**src/rtl/wishbone_master_ctrl_pkg.sv**
```systemverilog
// -----------------------------------------------------------------------------
// wishbone_master_ctrl_pkg
// Shared definitions for the Wishbone master controller:
//   - bus widths (address, data) and timeout counter width
//   - FSM state encoding
//   - slave address map
// -----------------------------------------------------------------------------
package wishbone_master_ctrl_pkg;

    localparam int ADR_W     = 5;
    localparam int DATA_W    = 128;
    localparam int TIMEOUT_W = 8;    // wide enough for TIMEOUT_CYCLES up to 255

    typedef enum logic [1:0] {
        ST_IDLE   = 2'd0,
        ST_STROBE = 2'd1,
        ST_RESP   = 2'd2
    } wb_state_e;

    // Slave address map
    localparam logic [ADR_W-1:0] ADR_CTRL     = 5'h00;
    localparam logic [ADR_W-1:0] ADR_STATUS   = 5'h01;
    localparam logic [ADR_W-1:0] ADR_IRQ_MASK = 5'h02;
    localparam logic [ADR_W-1:0] ADR_CONFIG   = 5'h03;
    localparam logic [ADR_W-1:0] ADR_FIFO     = 5'h10;

endpackage

```
**src/rtl/wishbone_master_ctrl_if.sv**
```systemverilog
// -----------------------------------------------------------------------------
// wishbone_master_ctrl_if
// Wishbone bus between the master controller and one slave. Signal names are
// taken from the master's point of view:
//   we_o, adr_o, strobe_o, wb_data_o : master -> slave (slave we_i/adr_i/strobe/wb_data_i)
//   wb_data_i, ack_i, error_i        : slave -> master (slave wb_data_o/ack_o/error_o)
// Modports: master (controller side), slave (peripheral side).
// -----------------------------------------------------------------------------
interface wishbone_master_ctrl_if;
    import wishbone_master_ctrl_pkg::*;

    logic              we_o;
    logic [ADR_W-1:0]  adr_o;
    logic              strobe_o;
    logic [DATA_W-1:0] wb_data_o;
    logic [DATA_W-1:0] wb_data_i;
    logic              ack_i;
    logic              error_i;

    modport master (
        output we_o, adr_o, strobe_o, wb_data_o,
        input  wb_data_i, ack_i, error_i
    );

    modport slave (
        input  we_o, adr_o, strobe_o, wb_data_o,
        output wb_data_i, ack_i, error_i
    );

endinterface

```
**src/rtl/wishbone_master_ctrl_timeout_counter.sv**
```systemverilog
// -----------------------------------------------------------------------------
// wb_timeout_counter
// Counts strobe cycles of one Wishbone transaction and flags the last allowed
// cycle. Only instantiated when WB_MASTER_TIMEOUT_EN is defined.
// Ports:
//   clock     : system clock, rising edge
//   reset     : synchronous active-high reset
//   clear_i   : restart the count (transaction accepted)
//   enable_i  : count this cycle (strobe active)
//   expired_o : current strobe cycle is cycle number LIMIT
// -----------------------------------------------------------------------------
module wb_timeout_counter
    import wishbone_master_ctrl_pkg::*;
#(
    parameter int LIMIT = 16
) (
    input  logic clock,
    input  logic reset,
    input  logic clear_i,
    input  logic enable_i,
    output logic expired_o
);

    logic [TIMEOUT_W-1:0] r_count;

    // NOTE: state registers use non-blocking assignments so every flop samples
    // pre-edge values regardless of process evaluation order.
    always_ff @(posedge clock) begin
        if (reset || clear_i) begin
            r_count <= '0;
        end else if (enable_i) begin
            r_count <= r_count + TIMEOUT_W'(1);
        end
    end

    // The count holds the number of strobe cycles already completed, so a value
    // of LIMIT-1 marks the LIMIT-th strobe cycle.
    assign expired_o = enable_i && (r_count == TIMEOUT_W'(LIMIT - 1));

endmodule

```
**src/rtl/wishbone_master_ctrl.sv**
```systemverilog
// -----------------------------------------------------------------------------
// wishbone_master_ctrl
// Single-outstanding Wishbone master. A client request is registered onto the
// bus, strobe is held until the slave acks or errors, then a one-cycle response
// pulse reports read data / error / timeout.
// Optional feature macro: WB_MASTER_TIMEOUT_EN (abort after TIMEOUT_CYCLES
// strobe cycles without ack/error; otherwise strobe waits indefinitely).
// Ports:
//   clock, reset                 : system clock, synchronous active-high reset
//   req_valid_i/we/adr/data      : client request
//   req_ready_o                  : request can be accepted this cycle
//   resp_valid_o                 : one-cycle completion pulse
//   resp_data_o                  : last successfully read data
//   resp_error_o, resp_timeout_o : completion status, valid with resp_valid_o
//   wb                           : Wishbone bus (master modport)
// -----------------------------------------------------------------------------
module wishbone_master_ctrl
    import wishbone_master_ctrl_pkg::*;
#(
    parameter int TIMEOUT_CYCLES = 16
) (
    input  logic              clock,
    input  logic              reset,
    input  logic              req_valid_i,
    input  logic              req_we_i,
    input  logic [ADR_W-1:0]  req_adr_i,
    input  logic [DATA_W-1:0] req_data_i,
    output logic              req_ready_o,
    output logic              resp_valid_o,
    output logic [DATA_W-1:0] resp_data_o,
    output logic              resp_error_o,
    output logic              resp_timeout_o,
    wishbone_master_ctrl_if.master wb
);

    if (TIMEOUT_CYCLES < 2 || TIMEOUT_CYCLES > 255) begin : g_bad_timeout
        $error("TIMEOUT_CYCLES must be within 2..255");
    end

    wb_state_e         r_state;
    wb_state_e         w_state_next;
    logic              w_ready;
    logic              w_strobe;
    logic              w_valid;
    logic              w_accept;
    logic              w_slave_done;
    logic              w_expired;
    logic              w_complete;

    logic              r_we;
    logic [ADR_W-1:0]  r_adr;
    logic [DATA_W-1:0] r_wdata;
    logic [DATA_W-1:0] r_rdata;
    logic              r_error;

    // -------------------------------------------------------------------------
    // FSM
    // -------------------------------------------------------------------------
    always_ff @(posedge clock) begin
        if (reset) begin
            r_state <= ST_IDLE;
        end else begin
            r_state <= w_state_next;
        end
    end

    // NOTE: every output of this block gets a default first so no path leaves
    // a variable unassigned, which would otherwise infer a latch.
    always_comb begin
        w_state_next = r_state;
        w_ready      = 1'b0;
        w_strobe     = 1'b0;
        w_valid      = 1'b0;
        case (r_state)
            ST_IDLE: begin
                w_ready = 1'b1;
                if (req_valid_i) begin
                    w_state_next = ST_STROBE;
                end
            end
            ST_STROBE: begin
                w_strobe = 1'b1;
                // ack/error on the last counted cycle still completes normally;
                // the status registers below give it priority over timeout.
                if (w_slave_done || w_expired) begin
                    w_state_next = ST_RESP;
                end
            end
            ST_RESP: begin
                w_valid      = 1'b1;
                w_state_next = ST_IDLE;
            end
            default: begin
                w_state_next = ST_IDLE;
            end
        endcase
    end

    assign w_accept     = w_ready & req_valid_i;
    // ack/error only matter while strobing; they are ignored in IDLE and RESP.
    assign w_slave_done = wb.ack_i | wb.error_i;
    assign w_complete   = w_strobe & (w_slave_done | w_expired);

    // -------------------------------------------------------------------------
    // Bus and response registers
    // -------------------------------------------------------------------------
    // NOTE: the wide data registers are reset explicitly because their reset
    // value is architecturally visible (resp_data_o reads 0 after reset).
    always_ff @(posedge clock) begin
        if (reset) begin
            r_we    <= 1'b0;
            r_adr   <= '0;
            r_wdata <= '0;
            r_rdata <= '0;
            r_error <= 1'b0;
        end else begin
            if (w_accept) begin
                r_we    <= req_we_i;
                r_adr   <= req_adr_i;
                r_wdata <= req_data_i;
            end
            if (w_complete) begin
                // ack together with error counts as an error.
                r_error <= wb.error_i;
                if (wb.ack_i && !wb.error_i && !r_we) begin
                    r_rdata <= wb.wb_data_i;
                end
            end
        end
    end

`ifdef WB_MASTER_TIMEOUT_EN
    logic r_timeout;

    wb_timeout_counter #(
        .LIMIT (TIMEOUT_CYCLES)
    ) u_timeout_counter (
        .clock     (clock),
        .reset     (reset),
        .clear_i   (w_accept),
        .enable_i  (w_strobe),
        .expired_o (w_expired)
    );

    always_ff @(posedge clock) begin
        if (reset) begin
            r_timeout <= 1'b0;
        end else if (w_complete) begin
            r_timeout <= w_expired & ~w_slave_done;
        end
    end

    assign resp_timeout_o = r_timeout;
`else
    assign w_expired      = 1'b0;
    assign resp_timeout_o = 1'b0;
`endif

    // -------------------------------------------------------------------------
    // Outputs
    // -------------------------------------------------------------------------
    assign req_ready_o  = w_ready & ~reset;
    assign resp_valid_o = w_valid;
    assign resp_data_o  = r_rdata;
    assign resp_error_o = r_error;

    assign wb.we_o      = r_we;
    assign wb.adr_o     = r_adr;
    assign wb.wb_data_o = r_wdata;
    assign wb.strobe_o  = w_strobe;

endmodule

```
**src/flat_wrapper.sv**
```systemverilog
// flat-port wrapper written by rule: the top's interface ports become plain ports
module wishbone_master_ctrl_flat import wishbone_master_ctrl_pkg::*;
#(
    parameter int TIMEOUT_CYCLES = 16
)
  (clock, reset, req_valid_i, req_we_i, req_adr_i, req_data_i, req_ready_o, resp_valid_o, resp_data_o, resp_error_o, resp_timeout_o, wb_we_o, wb_adr_o, wb_strobe_o, wb_wb_data_o, wb_wb_data_i, wb_ack_i, wb_error_i);
  wishbone_master_ctrl_if wb_i ();
  input  logic clock;
  input  logic reset;
  input  logic req_valid_i;
  input  logic req_we_i;
  input  logic [ADR_W-1:0] req_adr_i;
  input  logic [DATA_W-1:0] req_data_i;
  output logic req_ready_o;
  output logic resp_valid_o;
  output logic [DATA_W-1:0] resp_data_o;
  output logic resp_error_o;
  output logic resp_timeout_o;
  output wire logic [$bits(wb_i.we_o)-1:0] wb_we_o;
  output wire logic [$bits(wb_i.adr_o)-1:0] wb_adr_o;
  output wire logic [$bits(wb_i.strobe_o)-1:0] wb_strobe_o;
  output wire logic [$bits(wb_i.wb_data_o)-1:0] wb_wb_data_o;
  input wire logic [$bits(wb_i.wb_data_i)-1:0] wb_wb_data_i;
  input wire logic [$bits(wb_i.ack_i)-1:0] wb_ack_i;
  input wire logic [$bits(wb_i.error_i)-1:0] wb_error_i;
  assign wb_we_o = wb_i.we_o;
  assign wb_adr_o = wb_i.adr_o;
  assign wb_strobe_o = wb_i.strobe_o;
  assign wb_wb_data_o = wb_i.wb_data_o;
  assign wb_i.wb_data_i = wb_wb_data_i;
  assign wb_i.ack_i = wb_ack_i;
  assign wb_i.error_i = wb_error_i;
  wishbone_master_ctrl #(.TIMEOUT_CYCLES(TIMEOUT_CYCLES)) u_core (.clock(clock), .reset(reset), .req_valid_i(req_valid_i), .req_we_i(req_we_i), .req_adr_i(req_adr_i), .req_data_i(req_data_i), .req_ready_o(req_ready_o), .resp_valid_o(resp_valid_o), .resp_data_o(resp_data_o), .resp_error_o(resp_error_o), .resp_timeout_o(resp_timeout_o), .wb(wb_i));
endmodule
```
**config.mk**
```make
export PLATFORM = sky130hd
export DESIGN_NAME = wishbone_master_ctrl_flat
export DESIGN_NICKNAME = d
export VERILOG_FILES = /design/src/rtl/wishbone_master_ctrl_pkg.sv /design/src/rtl/wishbone_master_ctrl_if.sv /design/src/rtl/wishbone_master_ctrl_timeout_counter.sv /design/src/rtl/wishbone_master_ctrl.sv /design/src/flat_wrapper.sv
export SDC_FILE = /design/constraint.sdc
export NUM_CORES = 1
export LEC_CHECK = 0
export CELL_PAD_IN_SITES_DETAIL_PLACEMENT = 1
export CELL_PAD_IN_SITES_GLOBAL_PLACEMENT = 1
export CORE_AREA = 2 2 209 211
export DETAILED_ROUTE_END_ITERATION = 12
export DIE_AREA = 0 0 211 213
export DONT_BUFFER_PORTS = 1
export GPL_ROUTABILITY_DRIVEN = 0
export PLACE_DENSITY_LB_ADDON = 0.05
export SLEW_MARGIN = 15
export SYNTH_ARGS = -nofsm -noshare
export SYNTH_HDL_FRONTEND = slang
export SYNTH_SLANG_ARGS = --single-unit
export TNS_END_PERCENT = 20
```
**constraint.sdc**
```tcl
create_clock -name clock -period 3.2 [get_ports clock]
set_clock_uncertainty 0.05 [all_clocks]
set_input_delay 0.96 -clock clock [delete_from_list [all_inputs] [get_ports clock]]
set_output_delay 0.96 -clock clock [all_outputs]
set_load 0.05 [all_outputs]
```
======== Yosys cells after proc, flatten, opt, wreduce, memory -nomap -nowiden ========
Cells that the tools add are included.
cells by class
  eq/ne operators ......................... 4
  reduce and logical (&&, ||, !) cells .... 7
  mux-type cells .......................... 6
  bitwise gates (word level) .............. 5
operators with widths
  cell                                                   number
  2-to-1 mux 2 bit                                       2
  case mux 2 bit (2 select lines)                        1
  AND reduction 2 bit                                    2
  bitwise AND 1 bit                                      3
  2-to-1 mux 1 bit                                       3
  == test 2 x 1 -> 1 bit, second input constant          1
  == test 2 bit, second input constant                   1
  logical AND 1 bit                                      2
  logical NOT 1 bit                                      2
  logical NOT 2 bit                                      1
  inequality test 2 x 1 -> 1 bit, second input constant  1
  inequality test 2 bit, second input constant           1
  NOT 1 bit                                              1
  OR 1 bit                                               1
storage, ports and cells
  input bits .............................. 267
  output and inout bits ................... 267
  word-level logic and storage cells ...... 28
  bits in registers ....................... 265

======== Longest topological paths before layout ========
Gate-level depths: netlist (run 1).
  depth in word-level cells ............... 4
  mapped depth ............................ 6
  mapped depth without buffers ............ 4

======== Worst setup path after synthesis (run 1) ========
OpenSTA, ideal clock, no wires.
  path kind ............................... in2out
  start point ............................. input port reset
  end point ............................... output port req_ready_o
  cell stages on the path ................. 4
  arrival time ............................ 2.487 ns
  slack ................................... -0.297 ns
  data required time ...................... 2.190 ns
  path buffers ............................ 3
  cells stage by stage .................... buf_2 buf_2 clkbuf_1 nor3_1
on the way
  word-level cells in the longest chain between the ends .. 2
ends and longest elaborated chain
  what               RTL line                     text
  start, declared    flat_wrapper.sv:9            input logic reset;
  NOT 1 bit          wishbone_master_ctrl.sv:162  assign req_ready_o = w_ready & ~reset;
  bitwise AND 1 bit  wishbone_master_ctrl.sv:162
  end, declared      flat_wrapper.sv:14           output logic req_ready_o;
No other way between the ends.

======== Worst setup path after layout (run 1) ========
  start point ............................. register u_core.r_state[0]
  end point ............................... output port wb_strobe_o
on the way
  word-level cells in the longest chain between the ends .. 2
ends and longest elaborated chain
  what                    RTL line                    text
  start, declared         wishbone_master_ctrl.sv:40  wb_state_e r_state;
  start signal, assigned  wishbone_master_ctrl.sv:63  r_state <= w_state_next;
  == test 2 x 1 -> 1 bit  wishbone_master_ctrl.sv:74  case (r_state)
  2-to-1 mux 1 bit        wishbone_master_ctrl.sv:74
  end, declared           flat_wrapper.sv:21          output wire logic [$bits(wb_i.strobe_o)-1:0] wb_strobe_o;
No other way between the ends.

==> impl_metrics.env, run 1 <==
export IMPL_status="completed"
export IMPL_synth_area_um2=10550
export IMPL_reg2reg_slack_ns=1.15
export IMPL_dr_pass1_iters=4
export IMPL_finalPower_mw=8.439
export IMPL_nets=1383
export IMPL_ant_nets=0
export IMPL_gr_total_overflow=0
export IMPL_area_growth_pct=13.61
export IMPL_max_freq_mhz=375.3
export IMPL_rr_worst_depth=5
export IMPL_cap_violations=0
export IMPL_cellLeakagePower_nw=4.157
export IMPL_p_sw_mw=2.395
export IMPL_die_w_um=211
export IMPL_vias=7502
export IMPL_seq_power_share_pct=48.2
export IMPL_coreArea_um2=42700
export IMPL_synth_nets=1422
export IMPL_min_period_ns=2.664
export IMPL_hold_viol_final=0
export IMPL_post_cts_repair_setup_buffers=0
export IMPL_antenna_found_initial=0
export IMPL_yosysUniqueCellTypes=22
export IMPL_yosys_register_bits=265
export IMPL_pwr_share_clk_pct=46.6
export IMPL_htreeDepth=2
export IMPL_drive_above_1_share_pct=6.661
export IMPL_r2r_start="u_core.r_state[0]"
export IMPL_clockBufferDepth=3
export IMPL_crit_arrival_ns=1.65
export IMPL_clkTransAtPathRegs_ns=0.06
export IMPL_synth_top_cell_by_area="dfxtp_1"
export IMPL_met3_length_mm=5.037
export IMPL_worst_slew_pin_slew_ns=0.7945
export IMPL_syn_avg_cell_area_um2=9.138
export IMPL_p_sw_share_pct=28.38
export IMPL_routedWlPerCell_um=21.78
export IMPL_drtIter0Drc=380
export IMPL_crit_fanout=6
export IMPL_fin_crit_sh_pct=83.26
export IMPL_cts_root_buf="clkbuf_16"
export IMPL_ys_seq_area_share_pct=50.27
export IMPL_fillers=4877
export IMPL_via_per_inst=4.447
export IMPL_ios=534
export IMPL_cts_buffers=36
export IMPL_portBuffers=0
export IMPL_rsz0062_at_grt="false"
export IMPL_whs_path_depth=2
export IMPL_relSlewSlack_pct=46.96
export IMPL_antenna_cells=0
export IMPL_tns_ns=0
export IMPL_critPathLaunch="u_core.r_state[0]"
export IMPL_cts_resized=0
export IMPL_drt_total_wl_mm=36.75
export IMPL_cts_tree="done"
export IMPL_finalSetupViolations=0
export IMPL_critPathKind="flip-flop to output pin"
export IMPL_drc=0
export IMPL_grt_first_pass_wirelength_mm=51.84
export IMPL_syn_inst=1155
export IMPL_p_int_mw=6.044
export IMPL_async_flop_share_pct=0
export IMPL_clock_latency_ns=0.53
export IMPL_r2r_end="u_core.resp_data_o[95]"
export IMPL_synth_ff_type="dfxtp_1"
export IMPL_grt_pass1_vias=7725
export IMPL_required_ns=2.19
export IMPL_die_area_um2=44940
export IMPL_yosysMostFrequentCell="nand2_1"
export IMPL_die_h_um=213
export IMPL_row_count=76
export IMPL_power_density_nw_per_um2=703.8
export IMPL_crit_path_start_kind="flip-flop"
export IMPL_holdCritPathClass="input pin to flip-flop"
export IMPL_synth_top_cell_area_share_pct=50.27
export IMPL_synthTopCellsByArea="dfxtp_1, nand2b_1, mux2i_1"
export IMPL_synth_edff_count=0
export IMPL_end_kind="output pin"
export IMPL_peakVddDrop_v=0.0003176
export IMPL_clock_sinks=265
export IMPL_routed_top_layer="met4"
export IMPL_ys_top_cells_by_count="nand2_1, dfxtp_1, nand2b_1"
export IMPL_cts_hold_buf=0
export IMPL_wl_met2_mm=17.68
export IMPL_yosys_warnings=0
export IMPL_pwr_share_comb_pct=5.1
export IMPL_hpwl_mm=25.88
export IMPL_start_util_pct=24.72
export IMPL_met1Wirelength_mm=13.33
export IMPL_grt_use_total_pct=15.46
export IMPL_grt_max_degree=395
export IMPL_slew_viol_final=0
export IMPL_critPathCapture="wb_strobe_o"
## kinds of logic (layout without fill, tap and decap cells)
| family | count (synthesis) | after routing | synth area share, % |
|---|---|---|---|
| and+or+nand+nor | 535 | 535 | 25.57 |
| DFF | 265 | 265 | 50.27 |
| AOI/OAI and AO/OA | 136 | 136 | 6.473 |
| muxes | 128 | 128 | 12.14 |
| buffers and inverters | 90 | 76 | 5.513 |
| other | 1 | 1 | 0.03553 |
## layer usage
metal | up-vias | GRT usage [%]
met5 | - | 0
met4 | 0 | 4.832
met3 | 48 | 9.354
met2 | 324 | 25.78
met1 | 3503 | 16.19
li1 | 3627 | -
## worst max-delay path, stage by stage, from the launching register on
cell,delay (ns)
dfxtp_1,0.59
nand2b_4,0.11
inv_1,0.42
## layout by cell type, fill, tap and decap left out, types with 3 or more instances in the layout
cell,Yosys,routed
a21oi_1,135,135
buf_12,13,5
buf_4,1,7
clkbuf_1,56,5
clkbuf_16,0,37
clkbuf_8,0,9
clkinv_2,0,7
dfxtp_1,265,265
mux2i_1,128,128
nand2_1,268,268
nand2b_1,256,256
nor2_1,3,3
## area by class of cell
cell class / instances / area [um2] / share of cell area [%]
Multi-Input combinational cell: 800 / 4679 / 39.03
Inverter: 1 / 3.754 / 0.03131
Sequential cell: 265 / 5305 / 44.25
Clock buffer: 51 / 1069 / 8.912
Tap cell: 546 / 683.2 / 5.698
Timing Repair Buffer: 12 / 152.6 / 1.273
Clock inverter: 12 / 97.59 / 0.8139
## sequential cells by signal, indices dropped and copies added, names as in the netlist
register             flops
u_core.resp_error_o      1
u_core.wb.wb_data_o    128
u_core.resp_data_o     128
u_core.r_state           2
u_core.wb.we_o           1
u_core.wb.adr_o          5
## stage by stage
step                util (%)  cells  area (um2)  setup slack [ns]  hold WS [ns]
floorplan                  -   1155       10560            0.1283        0.4924
global placement       25.35   1624       10820            0.8213        0.6335
detailed placement     25.35   1624       10820            0.8299        0.6413
CTS                    28.08   1687       11990            0.4700        0.4279
global route           28.08   1687       11990            0.4430        0.4775
finish                 28.08   1687       11990            0.5356        0.5091
## how the worst min path moves through the flow
stage | from | endpoint | slack [ns]
detailed placement | u_core.wb.wb_data_o[16] | u_core.wb.wb_data_o[16] | 0.64
finish | req_data_i[90] | u_core.wb.wb_data_o[90] | 0.51
global placement | u_core.wb.wb_data_o[16] | u_core.wb.wb_data_o[16] | 0.63
floorplan | u_core.r_state[0] | u_core.r_state[1] | 0.49
CTS | reset | u_core.wb.wb_data_o[3] | 0.43
global route | req_data_i[97] | u_core.wb.wb_data_o[97] | 0.48
## power by group through the flow
stage | Clock, mW | Combinational [mW] | Sequential [mW]
after CTS | 4.11 | 0.445 | 4.08
final | 3.94 | 0.433 | 4.07
after floorplan | 0 | 0.426 | 4.07
after detailed placement | 0 | 0.444 | 4.15
after global placement | 0 | 0.431 | 4.15
after global routing | 4.23 | 0.493 | 4.09
No activity file was read; power rests on OpenSTA's default activity.
==> run 2, diff against run 1 <==
clock period = 2.5 ns   (was 3.2 ns; I/O delays follow)
==> impl_metrics.env, run 2 (synthesized netlist as in run 1, its figures left out) <==
export IMPL_status="completed"
export IMPL_relSlewSlack_pct=54.57
export IMPL_worst_path_stages=2
export IMPL_area_growth_pct=14.12
export IMPL_post_cts_repair_setup_buffers=0
export IMPL_clock_sinks=265
export IMPL_cpMaxStageDelayCell="dfxtp_1"
export IMPL_cellLeakagePower_nw=4.175
export IMPL_hpwl_mm=26.02
export IMPL_path_buf_inv=1
export IMPL_power_density_nw_per_um2=895.1
export IMPL_cts_buffers=34
export IMPL_portBuffers=0
export IMPL_finalPower_mw=10.78
export IMPL_die_h_um=213
export IMPL_end_kind="output pin"
export IMPL_r2r_end="u_core.resp_data_o[106]"
export IMPL_slew_viol_final=0
export IMPL_seq_area_um2=5305
export IMPL_crit_fanout=6
export IMPL_fin_crit_sh_pct=95.19
export IMPL_peakVddDrop_v=0.0003743
export IMPL_cts_tree="done"
export IMPL_tns_ns=0
export IMPL_crit_chain="nand2b_4, inv_1"
export IMPL_via_per_inst=4.467
export IMPL_start_util_pct=24.72
export IMPL_holdCritPathClass="input pin to flip-flop"
export IMPL_dr_pass1_iters=5
export IMPL_finalSetupViolations=0
export IMPL_hold_viol_final=0
export IMPL_grt_first_pass_wirelength_mm=52.24
export IMPL_vias=7549
export IMPL_cts_hold_buf=0
export IMPL_grt_pass1_vias=7887
export IMPL_clockBufferDepth=3
export IMPL_busiest_layer="met2"
export IMPL_row_count=76
export IMPL_critPathKind="flip-flop to output pin"
export IMPL_htreeDepth=2
export IMPL_die_area_um2=44940
export IMPL_rsz0062_at_grt="false"
export IMPL_cts_root_buf="clkbuf_16"
export IMPL_r2r_start="u_core.r_state[0]"
export IMPL_critPathCapture="wb_strobe_o"
export IMPL_multi_input_comb_area_um2=4686
export IMPL_nets=1384
export IMPL_ios=534
export IMPL_rr_worst_depth=5
export IMPL_cp_slowest_stage_delay_ns=0.53
export IMPL_clkTransAtPathRegs_ns=0.06
export IMPL_max_freq_mhz=420.2
export IMPL_grt_use_total_pct=15.63
export IMPL_clock_latency_ns=0.52
export IMPL_fillers=4832
export IMPL_grt_util_met3_pct=10.46
export IMPL_crit_arrival_ns=1.58
export IMPL_most_common_layout_cells="nand2_1, dfxtp_1, nand2b_1, a21oi_1, mux2i_1"
export IMPL_reg2reg_slack_ns=0.56
export IMPL_drtIter0Drc=315
export IMPL_cts_resized=0
export IMPL_die_w_um=211
export IMPL_gr_total_overflow=0
export IMPL_grt_max_degree=395
export IMPL_coreArea_um2=42700
export IMPL_min_period_ns=2.380
export IMPL_required_ns=1.70
export IMPL_crit_family="flip-flops"
export IMPL_drt_total_wl_mm=36.97
export IMPL_cap_violations=0
export IMPL_worst_slew_pin_slew_ns=0.6806
export IMPL_antenna_found_initial=3
export IMPL_final_common_cell="nand2_1"
export IMPL_drive_above_1_share_pct=6.387
export IMPL_drc=0
export IMPL_grtUsageMet1_pct=15.67
export IMPL_ant_nets=0
export IMPL_crit_path_start_kind="flip-flop"
export IMPL_use_met2_pct=26.21
export IMPL_critPathLaunch="u_core.r_state[0]"
export IMPL_routedWlPerCell_um=21.87
## run 2: report_power, final
part	switching [mW]	internal (mW)
registers	0.791	4.41
logic	0.313	0.259
clock network	1.91	3.10
## run 2: final cells by class
type	count	area share (%)
antenna	1	0.02078
clock buffer	57	9.142
clock inverter	5	0.4155
inverter	1	0.03117
multi-input combinational	800	38.90
sequential	265	44.05
tap	546	5.672
timing repair buffer	15	1.766
## run 2: per-layer routing
layer / part of all wire (%) / routed length (um) / vias to the layer above
met1: 36 / 13170 / 3555
met2: 48 / 17690 / 323
met4: 2.1 / 765 / 4
met3: 14 / 5305 / 44
met5: 0.081 / 30 / -
li1: - / - / 3623
## run 2: how the worst min path moves through the flow
stage	slack (ns)	to	cells after the start	start
after floorplan	0.52	u_core.r_state[1]	2	u_core.r_state[0]
after global placement	0.59	u_core.r_state[1]	2	u_core.r_state[0]
after detailed placement	0.57	u_core.r_state[1]	2	u_core.r_state[0]
after CTS	0.23	u_core.wb.wb_data_o[20]	1	reset
after global routing	0.28	u_core.wb.adr_o[1]	2	req_adr_i[1]
final	0.31	u_core.wb.wb_data_o[22]	2	req_data_i[22]
## run 2: worst reg2reg max path: stages (launching register included)
cell and delay (ns):
dfxtp_1 0.53, nand2b_4 0.11, nor4b_4 0.31, buf_12 0.27
buf_12 0.34, mux2i_1 0.25
## run 2: per-stage QoR
stage               utilization, %  cell area [um2]  std cells  worst slack (ns)  hold WS [ns]
floorplan                        -            10570       1155           0.03128        0.5157
global placement             25.51            10890       1627            0.4309        0.5869
detailed placement           25.51            10890       1627            0.3960        0.5731
CTS                          28.20            12040       1689           0.05838        0.2286
global route                 28.21            12040       1690           0.02037        0.2774
finish                       28.21            12040       1690            0.1202        0.3086
==> run 3, diff against run 2 <==
ABC_AREA = 1   (was unset)
CORE_AREA = 2 2 210 212   (was 2 2 209 211)
DIE_AREA = 0 0 212 214   (was 0 0 211 213)
==> impl_metrics.env, run 3 <==
export IMPL_final_common_cell="nor2_1"
export IMPL_cts_root_buf="clkbuf_16"
export IMPL_via_per_inst=4.264
export IMPL_required_ns=1.70
export IMPL_end_kind="output pin"
export IMPL_clockBufferDepth=3
export IMPL_synth_ff_type="dfxtp_1"
export IMPL_cts_resized=0
export IMPL_grt_pass1_vias=9657
export IMPL_p_sw_mw=3.675
export IMPL_clock_latency_ns=0.54
export IMPL_htreeDepth=2
export IMPL_peakVddDrop_v=0.0004045
export IMPL_most_common_layout_cells="nor2_1, inv_1, dfxtp_1, nand2_1, o21ai_0"
export IMPL_yosysMostFrequentCell="nor2_1"
export IMPL_antenna_found_initial=11
export IMPL_power_density_nw_per_um2=881.9
export IMPL_hold_viol_final=0
export IMPL_worst_slew_pin_slew_ns=0.6911
export IMPL_dr_pass1_iters=4
export IMPL_gr_total_overflow=0
export IMPL_nets=1909
export IMPL_p_sw_share_pct=32.75
export IMPL_use_met2_pct=31.21
export IMPL_area_growth_pct=13.87
export IMPL_ys_seq_area_share_pct=47.48
export IMPL_pwr_share_clk_pct=41.7
export IMPL_grtUsageMet1_pct=18.07
export IMPL_min_period_ns=2.176
export IMPL_syn_avg_cell_area_um2=6.624
export IMPL_holdCritPathClass="input pin to flip-flop"
export IMPL_p_int_mw=7.547
export IMPL_grt_first_pass_wirelength_mm=61.59
export IMPL_cts_hold_buf=0
export IMPL_crit_path_start_kind="flip-flop"
export IMPL_cts_buffers=35
export IMPL_hpwl_mm=30.02
export IMPL_drc=0
export IMPL_seq_power_share_pct=50.3
export IMPL_die_h_um=214
export IMPL_final_cell_area_um2=12720
export IMPL_cap_violations=0
export IMPL_relSlewSlack_pct=53.86
export IMPL_placed_cell_area_um2=11670
export IMPL_ys_top_cells_by_count="nor2_1, inv_1, dfxtp_1"
export IMPL_portBuffers=0
export IMPL_clock_sinks=265
export IMPL_yosys_register_bits=265
export IMPL_synth_area_um2=11170
export IMPL_synth_nets=1954
export IMPL_clkTransAtPathRegs_ns=0.05
export IMPL_ios=534
export IMPL_synth_edff_count=0
export IMPL_finalSetupViolations=0
export IMPL_status="completed"
export IMPL_die_area_um2=45370
export IMPL_ant_nets=0
export IMPL_grt_use_total_pct=18.09
export IMPL_drtIter0Drc=399
export IMPL_critPathKind="flip-flop to output pin"
export IMPL_tns_ns=0
export IMPL_crit_arrival_ns=1.38
export IMPL_busiest_layer="met2"
export IMPL_yosysUniqueCellTypes=18
export IMPL_grt_max_degree=137
export IMPL_synth_top_cell_area_share_pct=47.48
export IMPL_slew_viol_final=0
export IMPL_synthTopCellsByArea="dfxtp_1, nor2_1, inv_1"
export IMPL_post_cts_repair_setup_buffers=0
export IMPL_cts_tree="done"
export IMPL_vias=9603
export IMPL_synth_top_cell_by_area="dfxtp_1"
export IMPL_yosys_warnings=0
export IMPL_cellLeakagePower_nw=6.132
export IMPL_crit_fanout=3
export IMPL_start_util_pct=26.06
export IMPL_drt_total_wl_mm=42.07
export IMPL_fin_crit_sh_pct=87.02
export IMPL_drive_above_1_share_pct=4.332
export IMPL_grt_util_met3_pct=10.41
export IMPL_die_w_um=212
export IMPL_max_freq_mhz=459.6
export IMPL_async_flop_share_pct=0
export IMPL_coreArea_um2=42890
export IMPL_rsz0062_at_grt="false"
export IMPL_reg2reg_slack_ns=0.70
export IMPL_routedWlPerCell_um=18.68
export IMPL_syn_inst=1687
export IMPL_pwr_share_comb_pct=8.1
export IMPL_row_count=76
run 3: cell count changes after synthesis, sizes merged, moves of 128 or more:
| cell | before | now |
|---|---|---|
| nand3 | 0 | 131 |
| o21ai | 0 | 135 |
| mux2i | 128 | 0 |
| inv | 1 | 390 |
| nand2b | 257 | 0 |
| a21oi | 135 | 3 |
| nor2 | 3 | 400 |
run 3: area by class of cell:
class                      count  area (um2)
fill                        5376       30160
sequential                   265        5305
multi-input combinational    931        3871
inverter                     391        1478
clock buffer                  52        1001
tap                          585       732.0
timing repair buffer          18       285.3
clock inverter                 5       40.04
antenna                        5       12.51
run 3: final timing paths:
check | to | cells after the start | startpoint
worst max register to register | u_core.resp_data_o[52] | 7 | u_core.r_state[0]
worst min register to register | u_core.resp_error_o | 3 | u_core.r_state[1]
worst max-delay path | req_ready_o | 4 | u_core.r_state[0]
worst min-delay path | u_core.resp_error_o | 1 | reset
run 3: cell families (layout without fill, tap and decap cells):
| family | count (synthesis) | count (layout) | share of synthesized area [%] |
|---|---|---|---|
| DFF | 265 | 265 | 47.48 |
| and+or+nand+nor | 792 | 792 | 28.18 |
| buffers and inverters | 491 | 466 | 18.13 |
| AOI/OAI and AO/OA | 138 | 138 | 6.181 |
| other | 1 | 6 | 0.03356 |
run 3: stage by stage:
step | std cells | util (%) | hold slack, ns | worst slack [ns] | total power, mW
floorplan | 1687 | - | 0.5855 | 0.2965 | 6.337
global placement | 2190 | 27.21 | 0.6458 | 0.6660 | 6.646
detailed placement | 2190 | 27.21 | 0.6444 | 0.6410 | 6.670
CTS | 2247 | 29.64 | 0.1790 | 0.2713 | 11.50
global route | 2248 | 29.65 | 0.1972 | 0.2451 | 11.83
finish | 2252 | 29.67 | 0.2237 | 0.3244 | 11.22
run 3: per-layer routing:
metal / wire [um] / up-vias
met1: 15360 / 4394
met4: 1105 / 14
met5: 90 / -
li1: - / 4807
met3: 5304 / 69
met2: 20210 / 319
run 3: critical path: stages, from the launching register on:
cell and delay, ns:
dfxtp_1 0.32, inv_2 0.11, nand2_1 0.09, nor2_1 0.10, buf_4 0.21
run 3: power by group through the flow:
stage	Clock, mW	Sequential [mW]	Combinational [mW]
final	4.68	5.64	0.904
after detailed placement	0	5.74	0.927
after CTS	4.91	5.65	0.930
after global routing	5.09	5.67	1.07
after floorplan	0	5.61	0.722
after global placement	0	5.74	0.902
